File: config.mk
export PLATFORM = sky130hd
export DESIGN_NAME = cpu_subsys_mem_arb
export DESIGN_NICKNAME = d
export VERILOG_FILES = /design/src/rtl/cpu_subsys_mem_arb.sv
export SDC_FILE = /design/constraint.sdc
export NUM_CORES = 1
export LEC_CHECK = 0
export ABC_AREA = 1
export CORE_AREA = 2 2 121 123
export DETAILED_ROUTE_END_ITERATION = 7
export DIE_AREA = 0 0 123 125
export PLACE_DENSITY_LB_ADDON = 0.12
export SYNTH_ARGS = -nofsm -noshare
export SYNTH_HDL_FRONTEND = slang
export SYNTH_SLANG_ARGS = --single-unit
export TNS_END_PERCENT = 10
File: constraint.sdc
create_clock -name clk -period 2.8 [get_ports clk]
set_input_delay 0.56 -clock clk [delete_from_list [all_inputs] [get_ports clk]]
set_output_delay 0.56 -clock clk [all_outputs]
set_load 0.02 [all_outputs]
File: src/rtl/cpu_subsys_mem_arb.sv
// Two-master round-robin arbiter in front of the CPU subsystem SRAM.
// Master 0 is the CPU, master 1 is the DMA/debug master. Each access takes
// IDLE (arbitrate) -> ACCESS (downstream request) -> DONE (ready pulse).
// A watchdog aborts an access the slave stalls for TIMEOUT cycles.
//
// Ports:
//   clk, rst                  clock, synchronous active-high reset
//   m0_* / m1_*               master request (valid/addr/wdata/wstrb) and
//                             response (ready pulse, rdata)
//   s_*                       registered downstream request, s_ready/s_rdata in
//   grant                     current or last owner (0 = m0, 1 = m1)
//   timeout_err               sticky abort flag, cleared only by rst
module cpu_subsys_mem_arb #(
  parameter int unsigned TIMEOUT  = 16,
  parameter logic [31:0] ERR_DATA = 32'hDEAD_BEEF
) (
  input  logic        clk,
  input  logic        rst,
  input  logic        m0_valid,
  output logic        m0_ready,
  input  logic [31:0] m0_addr,
  input  logic [31:0] m0_wdata,
  input  logic [3:0]  m0_wstrb,
  output logic [31:0] m0_rdata,
  input  logic        m1_valid,
  output logic        m1_ready,
  input  logic [31:0] m1_addr,
  input  logic [31:0] m1_wdata,
  input  logic [3:0]  m1_wstrb,
  output logic [31:0] m1_rdata,
  output logic        s_valid,
  input  logic        s_ready,
  output logic [31:0] s_addr,
  output logic [31:0] s_wdata,
  output logic [3:0]  s_wstrb,
  input  logic [31:0] s_rdata,
  output logic        grant,
  output logic        timeout_err
);

  localparam int unsigned AW = 32;
  localparam int unsigned DW = 32;
  localparam int unsigned SW = 4;
  localparam int unsigned CW = 8;

  typedef enum logic [1:0] {IDLE, ACCESS, DONE} state_t;

  state_t          state, state_nxt;
  logic            last_grant, last_grant_nxt;
  logic            grant_nxt;
  logic [CW-1:0]   cnt, cnt_nxt;
  logic            timeout_err_nxt;
  logic            s_valid_nxt;
  logic [AW-1:0]   s_addr_nxt;
  logic [DW-1:0]   s_wdata_nxt;
  logic [SW-1:0]   s_wstrb_nxt;
  logic            m0_ready_nxt, m1_ready_nxt;
  logic [DW-1:0]   m0_rdata_nxt, m1_rdata_nxt;

  // State and output registers
  always_ff @(posedge clk) begin
    if (rst) begin
      state       <= IDLE;
      last_grant  <= 1'b1;
      grant       <= 1'b0;
      cnt         <= '0;
      timeout_err <= 1'b0;
      s_valid     <= 1'b0;
      s_addr      <= '0;
      s_wdata     <= '0;
      s_wstrb     <= '0;
      m0_ready    <= 1'b0;
      m1_ready    <= 1'b0;
      m0_rdata    <= '0;
      m1_rdata    <= '0;
    end else begin
      state       <= state_nxt;
      last_grant  <= last_grant_nxt;
      grant       <= grant_nxt;
      cnt         <= cnt_nxt;
      timeout_err <= timeout_err_nxt;
      s_valid     <= s_valid_nxt;
      s_addr      <= s_addr_nxt;
      s_wdata     <= s_wdata_nxt;
      s_wstrb     <= s_wstrb_nxt;
      m0_ready    <= m0_ready_nxt;
      m1_ready    <= m1_ready_nxt;
      m0_rdata    <= m0_rdata_nxt;
      m1_rdata    <= m1_rdata_nxt;
    end
  end

  // Next-state and next-output logic
  always_comb begin
    logic          win;
    logic          finish;
    logic [DW-1:0] rsp;

    state_nxt       = state;
    last_grant_nxt  = last_grant;
    grant_nxt       = grant;
    cnt_nxt         = cnt;
    timeout_err_nxt = timeout_err;
    s_valid_nxt     = s_valid;
    s_addr_nxt      = s_addr;
    s_wdata_nxt     = s_wdata;
    s_wstrb_nxt     = s_wstrb;
    m0_ready_nxt    = 1'b0;
    m1_ready_nxt    = 1'b0;
    m0_rdata_nxt    = '0;
    m1_rdata_nxt    = '0;
    win             = 1'b0;
    finish          = 1'b0;
    rsp             = '0;

    unique case (state)
      IDLE: begin
        if (m0_valid || m1_valid) begin
          // On a tie the master not granted last wins
          win         = (m0_valid && m1_valid) ? ~last_grant : m1_valid;
          grant_nxt   = win;
          cnt_nxt     = '0;
          s_valid_nxt = 1'b1;
          s_addr_nxt  = win ? m1_addr  : m0_addr;
          s_wdata_nxt = win ? m1_wdata : m0_wdata;
          s_wstrb_nxt = win ? m1_wstrb : m0_wstrb;
          state_nxt   = ACCESS;
        end
      end

      ACCESS: begin
        // s_ready takes priority over the watchdog in the same cycle
        if (s_ready) begin
          rsp    = s_rdata;
          finish = 1'b1;
        end else if (cnt == CW'(TIMEOUT - 1)) begin
          rsp             = ERR_DATA;
          timeout_err_nxt = 1'b1;
          finish          = 1'b1;
        end else begin
          cnt_nxt = cnt + CW'(1);
        end

        // The rdata flop of the owner doubles as the response register
        if (finish) begin
          s_valid_nxt = 1'b0;
          state_nxt   = DONE;
          if (grant) begin
            m1_ready_nxt = 1'b1;
            m1_rdata_nxt = rsp;
          end else begin
            m0_ready_nxt = 1'b1;
            m0_rdata_nxt = rsp;
          end
        end
      end

      DONE: begin
        last_grant_nxt = grant;
        state_nxt      = IDLE;
      end

      default: begin
        state_nxt   = IDLE;
        s_valid_nxt = 1'b0;
      end
    endcase
  end

endmodule

==> out/results.txt, run 1 <==
Pleak -> 3.59 nW
Sequential power share -> 0.420
Setup TNS -> 0 ns
Overall die height -> 125 µm
Layout cells sized above 1 -> 0.0600
CTS max path bufs -> 2
Max-cap violations -> 0
Final net count -> 1127
Area occupied by multi-input gates -> 2080 µm²
Antenna viol nets, final -> 0
Die Width -> 123 µm
Initial Util -> 0.376
Final worst-path cycle share -> 0.735
Internal power -> 3.94 mW
Post-synthesis cell count -> 665
Psw -> 1.54 mW
Fmax -> 486 MHz
Routed WL -> 17200 µm
Vias -> 5394
Initial antenna violation count -> 0
First-pass GRT wire length -> 26600 µm
CTS buffer count -> 17
Most common cell after layout, fill and taps aside -> clkdlybuf4s50_1
CTS Root Cell -> clkbuf_16
Post-synthesis cell area -> 5350 µm²
Worst-path maximum fanout -> 4
Critical path's slowest cell -> clkdlybuf4s50_1
Worst slew margin -> 0.614
CTS Hold Bufs -> 0
Syn avg cell area -> 8.04 µm²
Warnings from Yosys -> 0
Net Sw Frac -> 0.281
Status -> completed
Area contributors post-synth -> dfxtp_1 (55%), nand2_1 (12%), a31oi_1 (8.0%)
Vias in the first global route -> 5266
Filler cells -> 1280
Worst hold path type -> register to register
Final-report hold violation count -> 0
Antenna cells -> 0
Final Util -> 0.641
Clk sink count -> 148
Yosys reg bits -> 148
Slew Viols, Final -> 0
Drt via density -> 4.69
I/O Pins -> 310
Final HPWL DP -> 12100 µm
Skew final -> 0.00630 ns
All-layer global routing usage -> 0.221
Min Hold Slack -> 0.478 ns
DRC violations left -> 0
Worst path max stage delay -> 0.65 ns
RSZ-0062 raised after global routing -> false
Crit path kind -> register to output pin
Die area -> 15400 µm²
Clk slew on worst S/H paths -> 0.06 ns
Congestion Overflow GR -> 0
Maximum vdd ir drop -> 372 µV
# H-tree levels -> 4
CP Data Arrival Time -> 1.50 ns
Clock network power share -> 0.386
Combinational power share -> 0.194
Min Tclk post-route -> 2.06 ns
Seq/Total Area, Yosys -> 0.554
Port-buffer cells -> 309
# Post-CTS Setup Buffers -> 0
Worst path cell trace -> clkdlybuf4s50_1
Largest net degree at the start of global routing -> 139
CTS tree -> done
Largest area contributor in the netlist -> dfxtp_1
Syn_nets -> 839
Register cell area after layout -> 2960 µm²
CTS resizes -> 0
Worst setup SP type -> register
Area Overhead vs Synth -> 70.2%
CP Buf/Inv Count -> 1
Data required, critical path -> 2.24 ns
WL per Instance -> 14.9 µm
Total core area -> 14200 µm²
DR iter-0 viols -> 277
P per Cell Area -> 603 nW/µm²
Final setup fails -> 0
Post-synth top area share -> 0.554
Worst-margin pin slew -> 0.577 ns
Crit path capture type -> output pin
Row count -> 44
DRT Pass-1 Iters -> 4
GPL Wtd Cong -> 0.800
Most frequent cells in the layout -> clkdlybuf4s50_1 (309), nand2_1 (174), dfxtp_1 (148)
Post-synthesis cell type count -> 27
Worst skew pair latency -> 0.41 ns
CP delay by family, top -> buffers and inverters
==> cells in the mapped netlist <==
master / instances
a21oi_1: 11
a31oi_1: 68
buf_1: 3
buf_2: 6
buf_6: 6
clkbuf_1: 32
clkinv_1: 1
dfxtp_1: 148
ha_1: 1
inv_1: 19
inv_2: 2
nand2_1: 175
nand2_2: 1
nand2_4: 1
nand3_1: 9
nand3_4: 1
nand4_1: 1
nor2_1: 87
nor2_2: 6
nor2_4: 2
nor3_2: 1
nor3b_1: 1
o21ai_0: 79
o21ai_2: 1
o21ai_4: 1
o22ai_1: 1
or2_2: 1
==> sequential cells by signal (all words and copies together), names as in the netlist, 2 cells and up <==
name and flops:
s_addr 32, s_wstrb 4, m0_rdata 32, m1_rdata 32
state 2, cnt 8, s_wdata 32
==> cell type report <==
cell class                 count  area share
clock buffer                  18      0.0472
clock inverter                14      0.0129
inverter                      22     0.00907
multi-input combinational    448       0.229
sequential                   148       0.326
tap                          184      0.0253
timing repair buffer         316       0.351
==> metrics by stage <==
stage               instances  setup slack (ns)  instance area [µm²]  total power [mW]
finish                   1150             0.741                 9100              5.49
detailed placement       1118             0.656                 8550              3.42
CTS                      1150             0.715                 9100              5.55
global route             1150             0.674                 9100              5.73
global placement         1118             0.683                 8550              3.42
floorplan                 665              1.26                 5350              2.82
==> cells by family (layout without fill, tap and decap cells) <==
kind of cell	count (synthesis)	in the layout	synth area share
flip-flops	148	148	0.554
AND/OR/NAND/NOR	286	286	0.216
buffers and inverters	69	370	0.0583
AO/OA/AOI/OAI	161	161	0.170
adder cells (fa/ha/maj)	1	1	0.00234
==> routing by layer <==
metal	GRT usage	up-vias	wire length (µm)
met2	0.376	226	8200
li1	-	2772	-
met1	0.237	2359	6670
met5	0	-	0
met4	0.103	0	621
met3	0.0912	37	1680
==> power by group through the flow <==
stage / Combinational (mW) / Clock, mW / Sequential [mW]
finish: 1.06 / 2.12 / 2.31
global route: 1.15 / 2.25 / 2.32
CTS: 1.07 / 2.17 / 2.31
detailed placement: 1.07 / 0 / 2.35
global placement: 1.07 / 0 / 2.35
floorplan: 0.314 / 0 / 2.51
==> final timing paths <==
check        slack (ns)      endpoint  cells after the start        start
max                0.74         grant                      1        grant
min                0.48   timeout_err                      2  timeout_err
max reg2reg        1.01  m0_rdata[23]                      7       cnt[0]
min reg2reg        0.48   timeout_err                      2  timeout_err
(Power assumes the default switching activity.)
==> inputs of run 2 (changes only) <==
--- a/config.mk
+++ b/config.mk
@@ -6,9 +6,9 @@
 export NUM_CORES = 1
 export LEC_CHECK = 0
 export ABC_AREA = 1
-export CORE_AREA = 2 2 121 123
+export CORE_MARGIN = 2
+export CORE_UTILIZATION = 34
 export DETAILED_ROUTE_END_ITERATION = 7
-export DIE_AREA = 0 0 123 125
 export PLACE_DENSITY_LB_ADDON = 0.12
 export SYNTH_ARGS = -nofsm -noshare
 export SYNTH_HDL_FRONTEND = slang
==> constraint.sdc (replaced) <==
create_clock -name clk -period 1.7 [get_ports clk]
set_input_delay 0.34 -clock clk [delete_from_list [all_inputs] [get_ports clk]]
set_output_delay 0.34 -clock clk [all_outputs]
set_load 0.02 [all_outputs]
==> out/results.txt, run 2 (synthesis gave the netlist of run 1 again) <==
Net Sw Frac -> 0.269 (-0.0124)
Worst setup SP type -> register
Skew final -> 0.0111 ns (+0.00476 ns)
Initial Util -> 0.350 (-0.0260)
Crit path kind -> register to output pin
CP delay by family, top -> buffers and inverters
P per Cell Area -> 971 nW/µm² (+61%)
RSZ-0062 raised after global routing -> false
DRT Pass-1 Iters -> 4 (unchanged)
I/O Pins -> 310 (unchanged)
Initial antenna violation count -> 0 (unchanged)
PnR Total Power -> 9.28 mW (+69%)
Worst-path maximum fanout -> 1 (-3)
Congestion Overflow GR -> 0 (unchanged)
Worst skew pair latency -> 0.42 ns (about the same)
Psw -> 2.50 mW (+62%)
Crit path capture type -> output pin
Antenna viol nets, final -> 0 (unchanged)
Slew Viols, Final -> 0 (unchanged)
Die area -> 16700 µm² (+8.9%)
Final HPWL DP -> 13100 µm (+8.4%)
Routed WL -> 17700 µm (+3.3%)
# Post-CTS Setup Buffers -> 0 (unchanged)
Pleak -> 4.68 nW (+30%)
Worst path max stage delay -> 0.61 ns (-0.04 ns)
CP Data Arrival Time -> 1.33 ns (-0.17 ns)
CTS tree -> done
CTS max path bufs -> 2 (unchanged)
Setup TNS -> 0 ns (unchanged)
Layout cells sized above 1 -> 0.0946 (+0.0346)
Internal power -> 6.78 mW (+72%)
Worst path cell trace -> clkdlybuf4s50_1
Total core area -> 15300 µm² (+7.4%)
Status -> completed
Final setup fails -> 0 (unchanged)
First-pass GRT wire length -> 27000 µm (+1.4%)
Design Area, Final -> 9550 µm² (+5.0%)
Largest net degree at the start of global routing -> 42 (-70%)
Worst hold path type -> register to register
Maximum vdd ir drop -> 697 µV (+87%)
Clk slew on worst S/H paths -> 0.06 ns (about the same)
Data required, critical path -> 1.36 ns (-0.88 ns)
Vias in the first global route -> 5218 (-0.91%)
Area Overhead vs Synth -> 78.6%
DR iter-0 viols -> 300 (+8.3%)
Post-place setup slack -> -0.130 ns (-0.785 ns)
Antenna cells -> 0 (unchanged)
# H-tree levels -> 4 (unchanged)
Die Width -> 129 µm (+5.2%)
Min Tclk post-route -> 1.67 ns
Combinational power share -> 0.189 (-0.005)
Sequential power share -> 0.409 (-0.011)
CTS Root Cell -> clkbuf_16
Dpl cell area -> 8970 µm² (+4.9%)
Max-cap violations -> 0 (unchanged)
Final net count -> 1165 (+3.4%)
Fmax -> 598 MHz
GPL Wtd Cong -> 0.796 (-0.50%)
Worst-margin pin slew -> 0.338 ns (-0.240 ns)
Drt via density -> 4.59 (-2.2%)
CP Buf/Inv Count -> 1 (unchanged)
Final Util -> 0.626 (-0.0147)
CTS buffer count -> 17 (unchanged)
Most common cell after layout, fill and taps aside -> clkdlybuf4s50_1
Port-buffer cells -> 309 (unchanged)
Clock network power share -> 0.402 (+0.016)
Critical path's slowest cell -> clkdlybuf4s50_1
WL per Instance -> 14.6 µm (-2.2%)
Most frequent cells in the layout -> clkdlybuf4s50_1 (199), nand2_1 (174), dfxtp_1 (148)
Overall die height -> 129 µm (+3.5%)
Final worst-path cycle share -> 0.984
DRC violations left -> 0 (unchanged)
Worst slew margin -> 0.772 (+0.158)
All-layer global routing usage -> 0.208 (-0.0137)
Final-report hold violation count -> 0 (unchanged)
Setup WS post-layout -> 0.0277 ns (-0.714 ns)
Vias -> 5574 (+3.3%)
Row count -> 45 (+2.3%)
Clk sink count -> 148 (unchanged)
run 2: changes by cell type in the layout (fill, tap and decap cells not counted), sizes merged:
| cell | delta |
|---|---|
| clkdlybuf4s50 | -110 |
| dlygate4sd2 | +79 |
| clkinv | +5 |
| clkbuf | +1 |
| buf | +38 |
| bufinv | +2 |
| clkinvlp | -1 |
| inv | -7 |
| dlymetal6s2s | +31 |
run 2: per-layer routing:
metal | up-vias | GRT usage | part of all wire
li1 | 2855 | - | -
met1 | 2448 | 0.227 | 0.40
met2 | 240 | 0.363 | 0.49
met3 | 31 | 0.0764 | 0.088
met4 | 0 | 0.0867 | 0.027
met5 | - | 0 | 0
run 2: worst paths after layout:
kind                startpoint      endpoint  slack [ns]  cells after the start
setup / recovery  m1_rdata[10]  m1_rdata[10]        0.03                      1
hold / removal     timeout_err   timeout_err        0.47                      2
setup reg to reg        cnt[0]   m0_rdata[6]        0.17                      8
hold reg to reg    timeout_err   timeout_err        0.47                      2
run 2: what timing repair did:
action                                  CTS  global route
resized for setup                        79            32
gates cloned                              0             0
endpoints found under the setup margin   79            33
hold buffers                              0             0
run 2: layout make-up:
cell class,count,area (µm²)
multi-input cells,448,2090
fillers,1366,5710
repair buffers,354,3560
clock buffers,19,443
well taps,211,264
inverters,22,82.6
flip-flops and latches,148,2960
clock inverters,13,150
run 2: metrics by stage:
step	hold WS, ns	std cells
4_1_cts	0.474	1215
6_report	0.472	1215
3_3_place_gp	0.454	1183
5_1_grt	0.487	1215
2_1_floorplan	0.442	665
3_5_place_dp	0.466	1183
run 2: power groups by stage:
stage               registers, mW  logic [mW]  clock network (mW)
floorplan                    4.13       0.517                   0
global placement             3.87        1.90                   0
detailed placement           3.87        1.90                   0
CTS                          3.79        1.78                3.79
global route                 3.82        1.90                3.95
finish                       3.79        1.76                3.73
